### config.mk
export PLATFORM = sky130hd
export DESIGN_NAME = snake_grid_builder_flat
export DESIGN_NICKNAME = d
export VERILOG_FILES = /design/src/rtl/snake_pkg.sv /design/src/rtl/snake_grid_builder_if.sv /design/src/rtl/snake_grid_bank.sv /design/src/rtl/snake_grid_builder.sv /design/src/flat_wrapper.sv
export SDC_FILE = /design/constraint.sdc
export NUM_CORES = 2
export LEC_CHECK = 0
export CORE_MARGIN = 4
export CORE_UTILIZATION = 40
export DETAILED_ROUTE_END_ITERATION = 8
export DONT_BUFFER_PORTS = 1
export PLACE_DENSITY = 0.62
export SYNTH_ARGS = -nofsm -noshare
export SYNTH_HDL_FRONTEND = slang
export SYNTH_HIERARCHICAL = 1
export SYNTH_SLANG_ARGS = --single-unit
### constraint.sdc
create_clock -name clk -period 17.1 [get_ports clk]
set_input_delay 0.855 -clock clk [delete_from_list [all_inputs] [get_ports clk]]
set_output_delay 0.855 -clock clk [all_outputs]
set_load 0.01 [all_outputs]
### src/rtl/snake_pkg.sv
// rtl/snake_pkg.sv - shared grid defaults, direction codes, builder state encoding and logb2
package snake_pkg;

  localparam int H_DEFAULT = 32;
  localparam int V_DEFAULT = 32;

  typedef enum logic [1:0] {
    DIR_RIGHT = 2'd0,
    DIR_UP    = 2'd1,
    DIR_LEFT  = 2'd2,
    DIR_DOWN  = 2'd3
  } dir_t;

  typedef enum logic [1:0] {
    ST_CLEAR = 2'd0,
    ST_FILL  = 2'd1,
    ST_SWAP  = 2'd2
  } grid_state_t;

  // Bits needed to index n items (ceil log2).
  function automatic int logb2(input int n);
    int r;
    r = 0;
    while ((1 << r) < n) r = r + 1;
    return r;
  endfunction

endpackage

### src/rtl/snake_grid_builder_if.sv
// rtl/snake_grid_builder_if.sv - segment stream from the body sweep into the grid builder
interface snake_grid_builder_if
  import snake_pkg::*;
#(
  parameter int H = H_DEFAULT,
  parameter int V = V_DEFAULT
);
  localparam int XW = logb2(H);
  localparam int YW = logb2(V);

  logic          seg_valid;
  logic [XW-1:0] seg_x;
  logic [YW-1:0] seg_y;
  logic          seg_exists;
  logic          seg_last;
  logic          ready;

  modport master (
    output seg_valid, seg_x, seg_y, seg_exists, seg_last,
    input  ready
  );

  modport slave (
    input  seg_valid, seg_x, seg_y, seg_exists, seg_last,
    output ready
  );

endinterface

### src/rtl/snake_grid_bank.sv
// rtl/snake_grid_bank.sv - V x H occupancy bit array with row clear, bit set and registered bit read
module snake_grid_bank
  import snake_pkg::*;
#(
  parameter int H = H_DEFAULT,
  parameter int V = V_DEFAULT,
  localparam int XW = logb2(H),
  localparam int YW = logb2(V)
) (
  input  logic          clk,
  input  logic          reset,
  input  logic          clr_en,
  input  logic [YW-1:0] clr_row,
  input  logic          set_en,
  input  logic [XW-1:0] set_x,
  input  logic [YW-1:0] set_y,
  output logic          set_hit,
  input  logic [XW-1:0] rd_x,
  input  logic [YW-1:0] rd_y,
  output logic          rd_bit
);

  logic [H-1:0] mem [V];

  assign set_hit = mem[set_y][set_x];

  // Storage has no reset; the builder's CLEAR pass zeroes every row.
  always_ff @(posedge clk) begin
    if (clr_en) begin
      mem[clr_row] <= '0;
    end else if (set_en) begin
      mem[set_y][set_x] <= 1'b1;
    end
  end

  always_ff @(posedge clk) begin
    if (reset) begin
      rd_bit <= 1'b0;
    end else begin
      rd_bit <= mem[rd_y][rd_x];
    end
  end

endmodule

### src/rtl/snake_grid_builder.sv
// rtl/snake_grid_builder.sv - double-banked occupancy bitmap rebuilt from the segment stream; SNAKE_GRID_OVERLAP_EN adds overlap
module snake_grid_builder
  import snake_pkg::*;
#(
  parameter int H = H_DEFAULT,
  parameter int V = V_DEFAULT,
  localparam int XW = logb2(H),
  localparam int YW = logb2(V),
  localparam int LW = logb2(H * V) + 1
) (
  input  logic                 clk,
  input  logic                 reset,
  snake_grid_builder_if.slave  seg,
  output logic                 frame_done,
  output logic [LW-1:0]        frame_len,
  output logic                 overrun,
  input  logic [XW-1:0]        rd_x,
  input  logic [YW-1:0]        rd_y,
  output logic                 rd_occupied
`ifdef SNAKE_GRID_OVERLAP_EN
  ,
  output logic                 overlap
`endif
);

  localparam logic [YW-1:0] ROW_LAST = YW'(V - 1);
  localparam logic [LW-1:0] LIVE_MAX = LW'(H * V);

  grid_state_t   state;
  logic [YW-1:0] row;
  logic          disp_bank;
  logic          clear_both;
  logic          ready_q;
  logic          rd_sel;
  logic          rd_gate;
  logic [LW-1:0] live;
  logic          in_range;
  logic          accept;
  logic [1:0]    clr_en;
  logic [1:0]    set_en;
  logic [1:0]    set_hit;
  logic [1:0]    rd_bit;

  assign seg.ready = ready_q;
  assign in_range  = ({1'b0, seg.seg_x} < (XW+1)'(H)) && ({1'b0, seg.seg_y} < (YW+1)'(V));
  assign accept    = (state == ST_FILL) && seg.seg_valid && seg.seg_exists && in_range;

  // The write bank is always the one not on display.
  for (genvar b = 0; b < 2; b++) begin : g_bank
    assign clr_en[b] = (state == ST_CLEAR) && (clear_both || (disp_bank != 1'(b)));
    assign set_en[b] = accept && (disp_bank != 1'(b));

    snake_grid_bank #(.H(H), .V(V)) u_bank (
      .clk     (clk),
      .reset   (reset),
      .clr_en  (clr_en[b]),
      .clr_row (row),
      .set_en  (set_en[b]),
      .set_x   (seg.seg_x),
      .set_y   (seg.seg_y),
      .set_hit (set_hit[b]),
      .rd_x    (rd_x),
      .rd_y    (rd_y),
      .rd_bit  (rd_bit[b])
    );
  end

  // Lookups during the post-reset clear read zero rather than half-cleared rows.
  assign rd_occupied = rd_gate & rd_bit[rd_sel];

`ifndef SNAKE_GRID_OVERLAP_EN
  logic unused_hit;
  assign unused_hit = ^set_hit;
`endif

  always_ff @(posedge clk) begin
    if (reset) begin
      state      <= ST_CLEAR;
      row        <= '0;
      disp_bank  <= 1'b0;
      clear_both <= 1'b1;
      ready_q    <= 1'b0;
      live       <= '0;
      frame_done <= 1'b0;
      frame_len  <= '0;
      overrun    <= 1'b0;
      rd_sel     <= 1'b0;
      rd_gate    <= 1'b0;
`ifdef SNAKE_GRID_OVERLAP_EN
      overlap    <= 1'b0;
`endif
    end else begin
      frame_done <= 1'b0;
      rd_sel     <= disp_bank;
      rd_gate    <= !clear_both;
      if ((seg.seg_valid || seg.seg_last) && !ready_q) begin
        overrun <= 1'b1;
      end
      case (state)
        ST_CLEAR: begin
          if (row == ROW_LAST) begin
            row        <= '0;
            clear_both <= 1'b0;
            ready_q    <= 1'b1;
            state      <= ST_FILL;
          end else begin
            row <= row + YW'(1);
          end
        end
        ST_FILL: begin
          if (accept && (live != LIVE_MAX)) begin
            live <= live + LW'(1);
          end
`ifdef SNAKE_GRID_OVERLAP_EN
          if (accept && set_hit[~disp_bank]) begin
            overlap <= 1'b1;
          end
`endif
          if (seg.seg_last) begin
            ready_q    <= 1'b0;
            frame_done <= 1'b1;
            state      <= ST_SWAP;
          end
        end
        ST_SWAP: begin
          disp_bank <= ~disp_bank;
          frame_len <= live;
          live      <= '0;
`ifdef SNAKE_GRID_OVERLAP_EN
          overlap   <= 1'b0;
`endif
          state     <= ST_CLEAR;
        end
        default: begin
          state <= ST_CLEAR;
        end
      endcase
    end
  end

endmodule

### src/flat_wrapper.sv
// flat-port wrapper written by rule: the top's interface ports become plain ports
module snake_grid_builder_flat import snake_pkg::*;
#(
  parameter int H = H_DEFAULT,
  parameter int V = V_DEFAULT,
  localparam int XW = logb2(H),
  localparam int YW = logb2(V),
  localparam int LW = logb2(H * V) + 1
)
  (clk, reset, frame_done, frame_len, overrun, rd_x, rd_y, rd_occupied, seg_seg_valid, seg_seg_x, seg_seg_y, seg_seg_exists, seg_seg_last, seg_ready);
  snake_grid_builder_if #(.H(H), .V(V)) seg_i ();
  input  logic clk;
  input  logic reset;
  output logic frame_done;
  output logic [LW-1:0] frame_len;
  output logic overrun;
  input  logic [XW-1:0] rd_x;
  input  logic [YW-1:0] rd_y;
  output logic rd_occupied;
  input wire logic [$bits(seg_i.seg_valid)-1:0] seg_seg_valid;
  input wire logic [$bits(seg_i.seg_x)-1:0] seg_seg_x;
  input wire logic [$bits(seg_i.seg_y)-1:0] seg_seg_y;
  input wire logic [$bits(seg_i.seg_exists)-1:0] seg_seg_exists;
  input wire logic [$bits(seg_i.seg_last)-1:0] seg_seg_last;
  output wire logic [$bits(seg_i.ready)-1:0] seg_ready;
  assign seg_i.seg_valid = seg_seg_valid;
  assign seg_i.seg_x = seg_seg_x;
  assign seg_i.seg_y = seg_seg_y;
  assign seg_i.seg_exists = seg_seg_exists;
  assign seg_i.seg_last = seg_seg_last;
  assign seg_ready = seg_i.ready;
  snake_grid_builder #(.H(H), .V(V)) u_core (.clk(clk), .reset(reset), .seg(seg_i), .frame_done(frame_done), .frame_len(frame_len), .overrun(overrun), .rd_x(rd_x), .rd_y(rd_y), .rd_occupied(rd_occupied));
endmodule
# Word-level counts from Yosys, hierarchy flattened
# Memories as Yosys holds them, arrays and structs flattened.
# Cells that the tools add are included.
[totals]
output_inout_bits = 15
romBits = 0
regBits = 38
mem_bits_rw = 2048
latch_bits = 0
elab_cells = 89
inputBits = 25
n_memories = 2
[mem_list]
columns = ["memory", "depth", "width", "rd", "rd_clocked_by_memory_dff", "write_ports", "line_no", "source"]
rows = [
  ["u_core.g_bank[0].u_bank.mem", 32, 32, 1, 0, 1, "snake_grid_bank.sv:23", "logic [H-1:0] mem [V];"],
  ["u_core.g_bank[1].u_bank.mem", 32, 32, 1, 0, 1, "snake_grid_bank.sv:23", ""],
]
[op_classes]
n_eq_ne = 7
n_div = 0
shift = 0
n_mux = 34
add_sub_neg = 2
magnitude_cmp = 4
multipliers = 0
n_bitwise = 3
reduce_logical = 24
[ops]
columns = ["operator", "count"]
rows = [
  ["32-bit 2-to-1 mux", 6],
  ["32-bit OR reduction", 2],
  ["11-bit one-hot mux with 2 select lines", 1],
  ["1-bit 2-to-1 mux", 16],
  ["5-bit 2-to-1 mux", 3],
  ["5-bit by 6-bit < comparator with 1-bit output, second input constant", 2],
  ["11-bit by 1-bit adder with 11-bit output, second input constant", 1],
  ["11-bit 2-to-1 mux", 1],
  ["11-bit != test, second input constant", 1],
  ["1-bit binary-select mux with 5-bit select", 2],
  ["1-bit logical AND", 9],
  ["2-bit != test, second input constant", 3],
  ["2-bit AND reduction", 3],
  ["5-bit by 1-bit adder with 5-bit output, second input constant", 1],
  ["1-bit demux with 5-bit select", 1],
  ["5-bit equality test, second input constant", 1],
  ["5-bit by 1-bit greater-or-equal comparator with 1-bit output, second input constant", 1],
  ["2-bit 2-to-1 mux", 2],
  ["2-bit one-hot mux with 2 select lines", 1],
  ["2-bit nonzero test", 2],
  ["1-bit logical OR", 3],
  ["3-bit AND reduction", 1],
  ["2-bit by 1-bit equality test with 1-bit output, second input constant", 1],
  ["2-bit equality test, second input constant", 1],
  ["other kinds (7)", 9],
]

# Depth between registers and ports, before layout
[logic_depth]
word_depth = 9
ltp_mapped = 14
ltp_nobuf = 9

# Hierarchy
# The synthesis kept the hierarchy.
[modules_own_cells]
columns = ["module", "instances", "cells_each", "area_per_inst_um2"]
rows = [
  ["snake_grid_bank", 2, 3730, 52653.0],
  ["snake_grid_builder", 1, 183, 1540.2],
]

# Worst setup path after synthesis
# Ideal clock, no wire load.
[synth_path]
path_type = "in2reg"
from = "input seg_seg_exists"
to = "memory u_core/g_bank[1].u_bank/mem[28][13] (netlist name), enable pin"
required_ns = 16.846
arrival_time_ns = 15.184
slack_ns = 1.662
setup_ns = 0.254
stages = 10
cell_sequence = "nand4b_4 -> buf_6 -> nor2_1 -> nand2b_1 -> clkbuf_1 -> inv_1 -> o31ai_1 -> nand2_1 -> clkbuf_1 -> nor2_1"
[synth_between]
elab_chain_len = 7
elab_cells_between_ends = 8
[synth_lines]
columns = ["item", "line_no", "source"]
rows = [
  ["start: declaration", "flat_wrapper.sv:23", "input wire logic [$bits(seg_i.seg_exists)-1:0] seg_seg_exists;"],
  ["1-bit logical AND *", "snake_grid_builder.sv:46", "assign accept = (state == ST_FILL) && seg.seg_valid && seg.seg_exists && in_range;"],
  ["1-bit logical AND *", "snake_grid_builder.sv:51", "assign set_en[b] = accept && (disp_bank != 1'(b));"],
  ["via u_core.set_en[1]", "snake_grid_builder.sv:40", "logic [1:0] set_en;"],
  ["1-bit 2-to-1 mux *", "snake_grid_bank.sv:31", "end else if (set_en) begin"],
  ["1-bit 2-to-1 mux *", "snake_grid_bank.sv:29", "if (clr_en) begin"],
  ["32-bit 2-to-1 mux (implied by the code) *", "snake_grid_bank.sv:32", "mem[set_y][set_x] <= 1'b1;"],
  ["32-bit OR reduction (no line)", "-", ""],
  ["5-bit 2-to-1 mux (no line) / 32-bit 2-to-1 mux (equally long branches)", "-", ""],
  ["end: declaration", "snake_grid_bank.sv:23", ""],
]
# Mark *: on every way through the listed nets, which the timed path passes. The rest lies on a longest branch.

# Worst setup path after layout
[layout_path]
from = "register u_core.state[0]"
to = "memory u_core/g_bank[0].u_bank/mem[15][24] (netlist name), enable pin"
[layout_between]
elab_cells_between_ends = 14
[layout_rtl]
columns = ["item", "line_no", "source"]
rows = [
  ["start: declaration", "snake_grid_builder.sv:29", "grid_state_t state;"],
  ["start signal: assignment", "snake_grid_builder.sv:78", "state <= ST_CLEAR;"],
  ["start signal: assignment", "snake_grid_builder.sv:105", "state <= ST_FILL;"],
  ["start signal: assignment", "snake_grid_builder.sv:122", "state <= ST_SWAP;"],
  ["2-bit zero test *", "snake_grid_builder.sv:50", "assign clr_en[b] = (state == ST_CLEAR) && (clear_both || (disp_bank != 1'(b)));"],
  ["1-bit logical AND *", "snake_grid_builder.sv:50", ""],
  ["via u_core.clr_en[0]", "snake_grid_builder.sv:39", "logic [1:0] clr_en;"],
  ["1-bit 2-to-1 mux", "snake_grid_bank.sv:29", ""],
  ["32-bit 2-to-1 mux (implied by the code)", "snake_grid_bank.sv:32", ""],
  ["32-bit OR reduction (no line)", "-", ""],
  ["5-bit 2-to-1 mux (no line) / 32-bit 2-to-1 mux (equally long branches)", "-", ""],
  ["end: declaration", "snake_grid_bank.sv:23", ""],
]
# Marks and branches as above.

==> flow_summary_export.csv <==
group,metric,value,unit
routing,num_vias,56700,
final_layout,most-common-layout-cells,"nor2_1 (2,122), edfxtp_1 (2,048), mux2i_1 (508)",
critical_path,crit_path_max_fanout,159,
routing,drc,0,
routing,wirelength,252000,µm
critical_path,cp.required,17.67,ns
place,gp_congestion,0.805,
clocking,cts.sinks,2086,
sta,finalCritPeriodShare,30.6,%
global_route,grt.total_usage,20.9,%
floorplan,initial_core_util,40.3,%
synth,synth_area,90800,µm²
floorplan,fp.dieH,484,µm
critical_path,path_buf_inv,3,
sta,whs,0.0897,ns
sta,slew_viol_final,0,
min_path,hp-start,"reset",
global_route,grt_max_degree,765,
sta,maxSlewHeadroom,4.17,%
clocking,cts_buffer_depth,3,
place,dpl.cell_count,9224,
critical_path,end_kind,"flop",
sta,worstMarginPinSlew,1.44,ns
sta,finClkSkew,0.0229,ns
final_layout,final_cell_area,99700,µm²
clocking,cts.htree.levels,4,
synth,syn_nets,6799,
pwr,power.internal,0.00810,W
critical_path,crit_slowest_cell,"nand2b_1",
floorplan,die_width,484,µm
floorplan,core,225000,µm²
pwr,comb_power_share,3.8,%
global_route,grt_overflow,0,
floorplan,ios,40,
place,hpwl,128000,µm
sta,final_hold_viol_count,0,
pwr,total_power,0.0102,W
min_path,hold_depth,1,
critical_path,crit_arrival,5.81,ns
pwr,switching_power,0.00213,W
clocking,hold_buffers,0,
routing,wl_per_cell,26.3,µm
sta,fin_crit,5.24,ns
place,io_buffers,0,
pwr,p_leak,41.7,nW
global_route,grt_pass1_wl,368000,µm
final_layout,nNetsFinal,6466,
critical_path,rr_worst_depth,11,
critical_path,rr_endpoint,"u_core/g_bank[0].u_bank/mem[15][24]",
sta,rsz0062_at_grt,"false",
final_layout,final_common_cell,"nor2_1",
pwr,p_clk_share,41.5,%
critical_path,reg2reg_setup_slack,11.86,ns
final_layout,layout-drive-gt1-share,12.4,%
pwr,seqPwrFrac,54.7,%
sta,setup_viol,0,
routing,vias_per_cell,5.91,
min_path,min_path_type,"input port to flop",
clocking,cts_setup_buffers,0,
min_path,whs_endpoint,"u_core/frame_len[7]",
critical_path,cp_num_cells,11,
critical_path,slowest_delay,0.79,ns
clocking,path_clk_slew,0.06,ns
status,status,"finished, final reports clean",
critical_path,worst_r2r_startpoint,"u_core/state[0]",
final_layout,num-fill-cells,20100,
floorplan,die_area,235000,µm²
clocking,tritoncts,"built",
flow_run,drv_cap,0,
pwr,powerDensity,103,nW/µm²
critical_path,crit_family,"simple AND/OR/NAND/NOR gates",
pwr,ir_drop,0.112,mV
final_layout,final_cells,9591,
routing,drt_iter0_markers,7408,
place,post_dp_cell_area,93400,µm²
routing,drt_first_pass_iters,6,
clocking,root_buffer,"clkbuf_16",
routing,antenna_left,0,
global_route,grt_pass1_vias,55100,
final_layout,area_growth,9.79,%
sta,clock.fmax,191,MHz
synth,ys_warn_count,6,
clocking,clk_latency,0.84,ns
sta,tns,0,ns
critical_path,start_kind,"flop",
critical_path,critical_path_class,"flop to flop",
clocking,post_cts_resized,0,
floorplan,num_rows,174,
synth,syn_inst,6769,
global_route,antenna_found_initial,2,
critical_path,path_cells,"or2_2, a21oi_4, buf_4, nand2b_1, inv_8, and3_1, a31oi_1, nor2_1, nand2_2, buf_4, nor2_1",
synth,syn_area_per_cell,13.4,µm²
clocking,numCtsBuffers,197,
pwr,switching_share,20.8,%
-- flip-flops by register name, summed over array words and instances (netlist names), 2 cells and up --
name                         count
u_core/g_bank.u_bank/mem      2048
u_core/frame_len                11
u_core/live                     11
u_core/row                       5
u_core/g_bank.u_bank/rd_bit      2
u_core/state                     2
-- layer usage --
metal  wire, µm  vias up  track usage, %
met5         27        -               0
met4       9370        4            7.64
met3      23600      495            4.05
met2     122000     2709            34.4
met1      97600    29300            27.7
li1           -    24200               -
-- power groups by stage --
stage / clock network [W] / registers, W / logic (W)
after CTS: 0.00431 / 0.00559 / 0.000340
after global placement: 0 / 0.00570 / 0.000335
after detailed placement: 0 / 0.00570 / 0.000339
after global routing: 0.00451 / 0.00559 / 0.000415
after floorplan: 0 / 0.00570 / 0.000290
final: 0.00424 / 0.00559 / 0.000394
-- layout make-up --
class	instances	area, µm²	area share, %
Antenna cell	7	17.5	0.0176
Clock buffer	270	5390	5.41
Clock inverter	85	737	0.739
Inverter	24	108	0.108
Multi-Input combinational cell	3975	26100	26.2
Sequential cell	2086	62300	62.5
Tap cell	2992	3740	3.76
Timing Repair Buffer	152	1290	1.29
-- how the worst max path moves through the flow --
stage | start | endpoint | slack, ns
floorplan | seg_seg_exists | u_core/g_bank[1].u_bank/mem[28][13] | 1.66
global placement | u_core/state[0] | u_core/g_bank[0].u_bank/mem[15][24] | 12.11
detailed placement | u_core/state[0] | u_core/g_bank[0].u_bank/mem[1][8] | 11.94
CTS | u_core/state[0] | u_core/g_bank[1].u_bank/mem[26][18] | 11.92
global route | u_core/state[0] | u_core/g_bank[1].u_bank/mem[26][18] | 11.58
finish | u_core/state[0] | u_core/g_bank[0].u_bank/mem[15][24] | 11.86
-- per-stage QoR --
step                util [%]  setup WS (ns)
CTS                     44.2          11.92
global placement        41.4          12.11
global route            44.2          11.58
detailed placement      41.4          11.94
finish                  44.2          11.86
floorplan                  -           1.66
Note: power is estimated with default switching activity, not from simulation.
